==> src/rtl/data_mem_responder.sv <==
// Data-memory responder for the MEM stage: one access at a time, fixed wait states,
// word storage mapped at BASE_ADDR with out-of-range flagging.
module data_mem_responder #(
  parameter int          DEPTH_WORDS = 64,
  parameter int          WAIT_CYCLES = 4,
  parameter logic [31:0] BASE_ADDR   = 32'd1024
) (
  input  logic        clk,
  input  logic        rst,
  input  logic        mem_r_en,
  input  logic        mem_w_en,
  input  logic [31:0] address,
  input  logic [31:0] wr_data,
  output logic [31:0] rd_data,
  output logic        ready,
  output logic        addr_err
);

  localparam int          IDX_W = (DEPTH_WORDS > 1) ? $clog2(DEPTH_WORDS) : 1;
  localparam int          CNT_W = (WAIT_CYCLES > 1) ? $clog2(WAIT_CYCLES) : 1;
  localparam logic [31:0] SPAN  = 32'(4 * DEPTH_WORDS);

  localparam logic [1:0] IDLE = 2'd0;
  localparam logic [1:0] BUSY = 2'd1;
  localparam logic [1:0] DONE = 2'd2;

  typedef struct packed {
    logic        wr;
    logic [31:0] addr;
    logic [31:0] data;
  } req_t;

  logic [1:0]       state, state_d;
  logic [CNT_W-1:0] cnt, cnt_d;
  req_t             req_q, req_sel;
  logic             req_any;
  logic             enter_done;
  logic [31:0]      off;
  logic             in_range;
  logic [IDX_W-1:0] idx;
  logic             commit;
  logic [31:0]      mem [DEPTH_WORDS];

  assign req_any = mem_r_en | mem_w_en;

  // In IDLE the live inputs are decoded so WAIT_CYCLES=1 can complete straight from acceptance.
  always_comb begin
    req_sel = req_q;
    if (state == IDLE) begin
      req_sel.wr   = mem_w_en;
      req_sel.addr = address;
      req_sel.data = wr_data;
    end
  end

  assign off      = req_sel.addr - BASE_ADDR;
  assign in_range = (off < SPAN);
  assign idx      = off[IDX_W+1:2];
  assign commit   = (state == DONE) && req_q.wr && in_range;

  always_comb begin
    state_d    = state;
    cnt_d      = cnt;
    enter_done = 1'b0;
    case (state)
      IDLE: begin
        if (req_any) begin
          cnt_d = CNT_W'(WAIT_CYCLES - 1);
          if (WAIT_CYCLES == 1) begin
            state_d    = DONE;
            enter_done = 1'b1;
          end else begin
            state_d = BUSY;
          end
        end
      end
      BUSY: begin
        if (!req_any) begin
          state_d = IDLE;
          cnt_d   = '0;
        end else begin
          cnt_d = cnt - CNT_W'(1);
          if (cnt == CNT_W'(1)) begin
            state_d    = DONE;
            enter_done = 1'b1;
          end
        end
      end
      DONE:    state_d = IDLE;
      default: state_d = IDLE;
    endcase
  end

  // Only state and enables reach ready; address/data never do.
  always_comb begin
    case (state)
      IDLE:    ready = ~req_any;
      BUSY:    ready = 1'b0;
      DONE:    ready = 1'b1;
      default: ready = 1'b1;
    endcase
  end

  always_ff @(posedge clk or negedge rst) begin
    if (!rst) begin
      state    <= IDLE;
      cnt      <= '0;
      req_q    <= '0;
      rd_data  <= '0;
      addr_err <= 1'b0;
    end else begin
      state    <= state_d;
      cnt      <= cnt_d;
      addr_err <= enter_done && !in_range;
      if (state == IDLE && req_any)
        req_q <= req_sel;
      if (enter_done && !req_sel.wr)
        rd_data <= in_range ? mem[idx] : 32'd0;
    end
  end

  // Storage survives reset; a reset already forces state out of DONE, blocking the commit.
  always_ff @(posedge clk) begin
    if (commit)
      mem[idx] <= req_q.data;
  end

endmodule

==> config.mk <==
export PLATFORM = sky130hd
export DESIGN_NAME = data_mem_responder
export DESIGN_NICKNAME = d
export VERILOG_FILES = /design/src/rtl/data_mem_responder.sv
export SDC_FILE = /design/constraint.sdc
export NUM_CORES = 2
export LEC_CHECK = 0
export CAP_MARGIN = 0
export CORE_MARGIN = 2
export CORE_UTILIZATION = 55
export DETAILED_ROUTE_END_ITERATION = 6
export HOLD_SLACK_MARGIN = 0.15
export PLACE_DENSITY_LB_ADDON = 0.1
export RECOVER_POWER = 25
export SLEW_MARGIN = 10
export SYNTH_ARGS = -nofsm -noshare
export SYNTH_HDL_FRONTEND = slang
export SYNTH_SLANG_ARGS = --single-unit
==> constraint.sdc <==
create_clock -name clk -period 4.75 [get_ports clk]
set_clock_uncertainty 0.05 [all_clocks]
set_input_delay 1.1875 -clock clk [delete_from_list [all_inputs] [get_ports clk]]
set_output_delay 1.1875 -clock clk [all_outputs]
set_load 0.1 [all_outputs]
==> key figures <==
Logic synthesis
  – FFs w/ async S/R, synth: 4.655%
  – Yosys Warn Count: 0
  – Sequential share of the synthesized area: around four fifths
  – Syn nets: between 5000 and 6000
  – Mapped Avg Cell Area: 15.88 um2
  – Main synth FF type: edfxtp_1
  – Number of synthesized register bits: 2148
  – Netlist Area Pre-Place: 0.08106 mm2
  – Distinct cells, synth: 80
  – Gate Count Post-Synth: roughly 5100
  – Number of synthesized flops with an enable pin: 2048

Clock network
  – Num CTS Buffers: just over 200
  – PostCTS Resize Cnt: 0
  – Clock Sinks: approximately 2100
  – Latest clock arrival within the worst-skew pair: about 0.85 ns
  – Htree depth: 4
  – CTS Buffer Depth: 3
  – TritonCTS clock tree: done
  – Worst-path clk slew: around 0.070 ns
  – Clock root cell: clkbuf_16
  – Hold buffers post-CTS: 0
  – Setup Buffers After CTS: 0

Route
  – Vias: around 54000
  – Routed WL: 291900 um
  – Vias per cell: around 7.0
  – WL met1: 102900 um
  – DRC viols: 0
  – DR iter-0 viols: 9059
  – Antenna-violating nets left: 0
  – Metal3 WL: between 40000 and 50000 um
  – WL met2: approximately 130000 um
  – Post-DR wirelength/cell: between 30 and 40 um
  – TritonRoute pass-1 iters: 6
  – Max layer used: met5

Critical path
  – Max stage delay on crit path: 0.90 ns
  – Worst Path Arrival: 5.06 ns
  – Crit path max-delay cell type: a2111oi_0
  – CP Max Fanout: 38
  – Critical-path cell list: clkdlybuf4s50_1 > buf_12 > nor3b_4 > nor2_4 > buf_12 > nand2_1 > nand3_1 > nand4_1 > a2111oi_0 > buf_4 > nand3_1 > o21ai_1
  – CP Capture Type: register
  – Startpoint types: input port
  – Crit path kind: input port to register
  – Critical Path RT: approximately 5.5 ns

Timing
  – Final setup violation count: 0
  – Max frequency: around 0.23 GHz
  – Final min period: approximately 4.3 ns
  – Final TNS setup: 0 ns
  – Hold Vio Cnt, Final: 0
  – Fin crit share: 90.97%
  – Unrepaired setup endpoints after global routing: false
  – Max Slew Vio Count: between 1000 and 1500
  – Slew @ Worst Pin: about 3.7 ns
  – Max_slew headroom: -147.3%

Floorplan
  – Die Width: between 300 and 400 um
  – Initial core utilization: 55.55%
  – Cell Rows: 140
  – Ports: roughly 100
  – Die height: 387.9 um
  – Die area: approximately 0.15 mm2
  – Core Box Area: approximately 0.15 mm2

Job
  – Max-cap violations: 21

Global route
  – Number of global-route vias before repair: a little over 50000
  – Gr ovfl total: 0
  – Pin count of the biggest net entering global routing: 66
  – First-pass GRT wire length: 401900 um
  – Tot GR Track Use: about two fifths
  – Initial antenna violation count: 10

Run status
  – Outcome: complete, but fails checks
  – Violated checks: max-capacitance violations, max-slew violations

Power
  – Psw: 22.09 mW
  – Switching share of power: 35.73%
  – VDD IR max: 0.6124 mV
  – Seq pwr share: 42.4%
  – Clock Power Share: a little over a quarter
  – Internal power: about 40 mW
  – Comb pwr share: between 30% and 40%
  – Cell area power density: between 600 and 700 mW/mm2
  – P_leak: around 32 nW

Cells and area
  – NumNets Final: about 5700
  – Final instance area: slightly below 0.1 mm2
  – Synth-to-layout area growth: 19.71%
  – Share of layout cells above drive strength 1: 18.03%
  – Fill cells: 9970

Placed design
  – GPL Wtd Cong: around 0.94
  – Input/output buffers: slightly below 100
  – Post-DP Area: roughly 0.090 mm2
  – Post-detail-place hpwl: around 180000 um

Hold path
  – Hold crit path type: register to register
## synthesized netlist by cell type, types with 9 or more instances
master	count	area share, %
edfxtp_1	2048	76
nand2_1	675	3.1
o22ai_1	617	4.8
nor2_1	225	1.0
nand3_1	207	1.3
buf_2	153	0.94
mux2i_1	112	1.4
dfrtp_1	100	3.1
a21oi_1	93	0.57
a31oi_1	88	0.68
nor4_1	74	0.57
clkbuf_1	70	0.32
mux2_2	67	0.93
a32oi_1	58	0.63
buf_4	46	0.43
nor3_1	46	0.28
o41ai_1	33	0.36
o21ai_0	28	0.17
o221ai_1	27	0.29
or4_1	25	0.23
o21ai_1	24	0.15
and3_1	22	0.17
buf_1	22	0.10
nand4_1	22	0.17
o31ai_1	21	0.19
buf_6	19	0.26
a22oi_1	16	0.15
o22a_1	15	0.16
a32o_1	12	0.15
a2111oi_0	10	0.11
a211oi_1	9	0.083
nand2b_1	9	0.069
nor2b_1	9	0.069
## worst paths after layout
path	start	to	slack, ns	cells past startpoint
worst max-delay path	address[4]	rd_data[10]	0.43	12
worst min-delay path	rd_data[12]	rd_data[12]	0.44	2
worst max register to register	req_q[34]	rd_data[10]	0.57	11
worst min register to register	rd_data[12]	rd_data[12]	0.44	2
max in group asynchronous	rst	req_q[19]	0.72	1
min in group asynchronous	rst	req_q[16]	1.55	1
## power by group through the flow
stage / Combinational (mW) / Sequential (mW) / Clock (mW)
final: 19.1 / 26.2 / 16.5
after global routing: 19.7 / 26.3 / 17.3
after CTS: 18.7 / 25.9 / 16.6
after detailed placement: 18.6 / 26.3 / 0
after global placement: 18.5 / 26.2 / 0
after floorplan: 9.02 / 25.7 / 0
## placed cells by master, fill, tap and decap left out, drive strengths merged, types with 28 or more instances in the layout
master | netlist | layout
clkinv | 0 | 87
a31oi | 88 | 88
o21ai | 54 | 54
nor2 | 226 | 226
o22ai | 617 | 617
nor4 | 75 | 75
clkdlybuf4s50 | 0 | 94
nor3 | 47 | 47
dfrtp | 100 | 100
clkbuf | 70 | 281
o221ai | 28 | 28
mux2 | 67 | 67
a32oi | 58 | 58
nand3 | 207 | 207
buf | 241 | 550
nand2 | 677 | 677
o41ai | 34 | 34
edfxtp | 2048 | 2048
mux2i | 112 | 112
a21oi | 94 | 94
## cells by family after synthesis
logic type,synth area share [%]
muxes,2.314
adders and majority gates,0.01543
buffers and inverters,2.098
DFF,78.96
and+or+nand+nor,7.342
xor gates and xnor gates,0.04323
AOI/OAI and AO/OA,9.228
## area by class of cell
class	count	area, um2	area share (%)
flip-flops and latches	2148	64020	65.98
multi-input cells	2641	15950	16.44
repair buffers	656	7831	8.071
clock buffers	270	5588	5.759
well taps	1917	2399	2.472
clock inverters	121	1221	1.258
inverters	4	15.01	0.01547
diodes	2	5.005	0.005158
## stage by stage
step                      hold WS (ns)  setup slack [ns]  cells  util, %  power [mW]
after floorplan                 0.4073           -0.2444   5104        -       34.70
after global placement          0.4158           -0.3668   7366    61.87       44.67
after detailed placement        0.4248           -0.3562   7366    61.87       44.92
after CTS                       0.2773            0.4940   7757    66.54       61.19
after global routing            0.4619            0.2041   7757    66.50       63.30
final                           0.4356            0.4288   7759    66.50       61.84
## flip-flops by register name (all words and copies together) (netlist names)
name and flops:
addr_err 1, cnt 2, mem 2048, rd_data 32, req_q 63, state 2
## layer usage
layer / vias to the layer above / global-route usage (%)
met5: - / 0
met4: 16 / 18.78
met3: 830 / 9.462
met2: 4404 / 57.87
met1: 27180 / 53.51
li1: 21540 / -
## critical path: cells and delay by family
family                 cells  cell delay (ns)
AO/OA/AOI/OAI              2             1.03
buffers and inverters      4             1.47
AND/OR/NAND/NOR            6             1.29
Power figures use the tool's default switching activity.
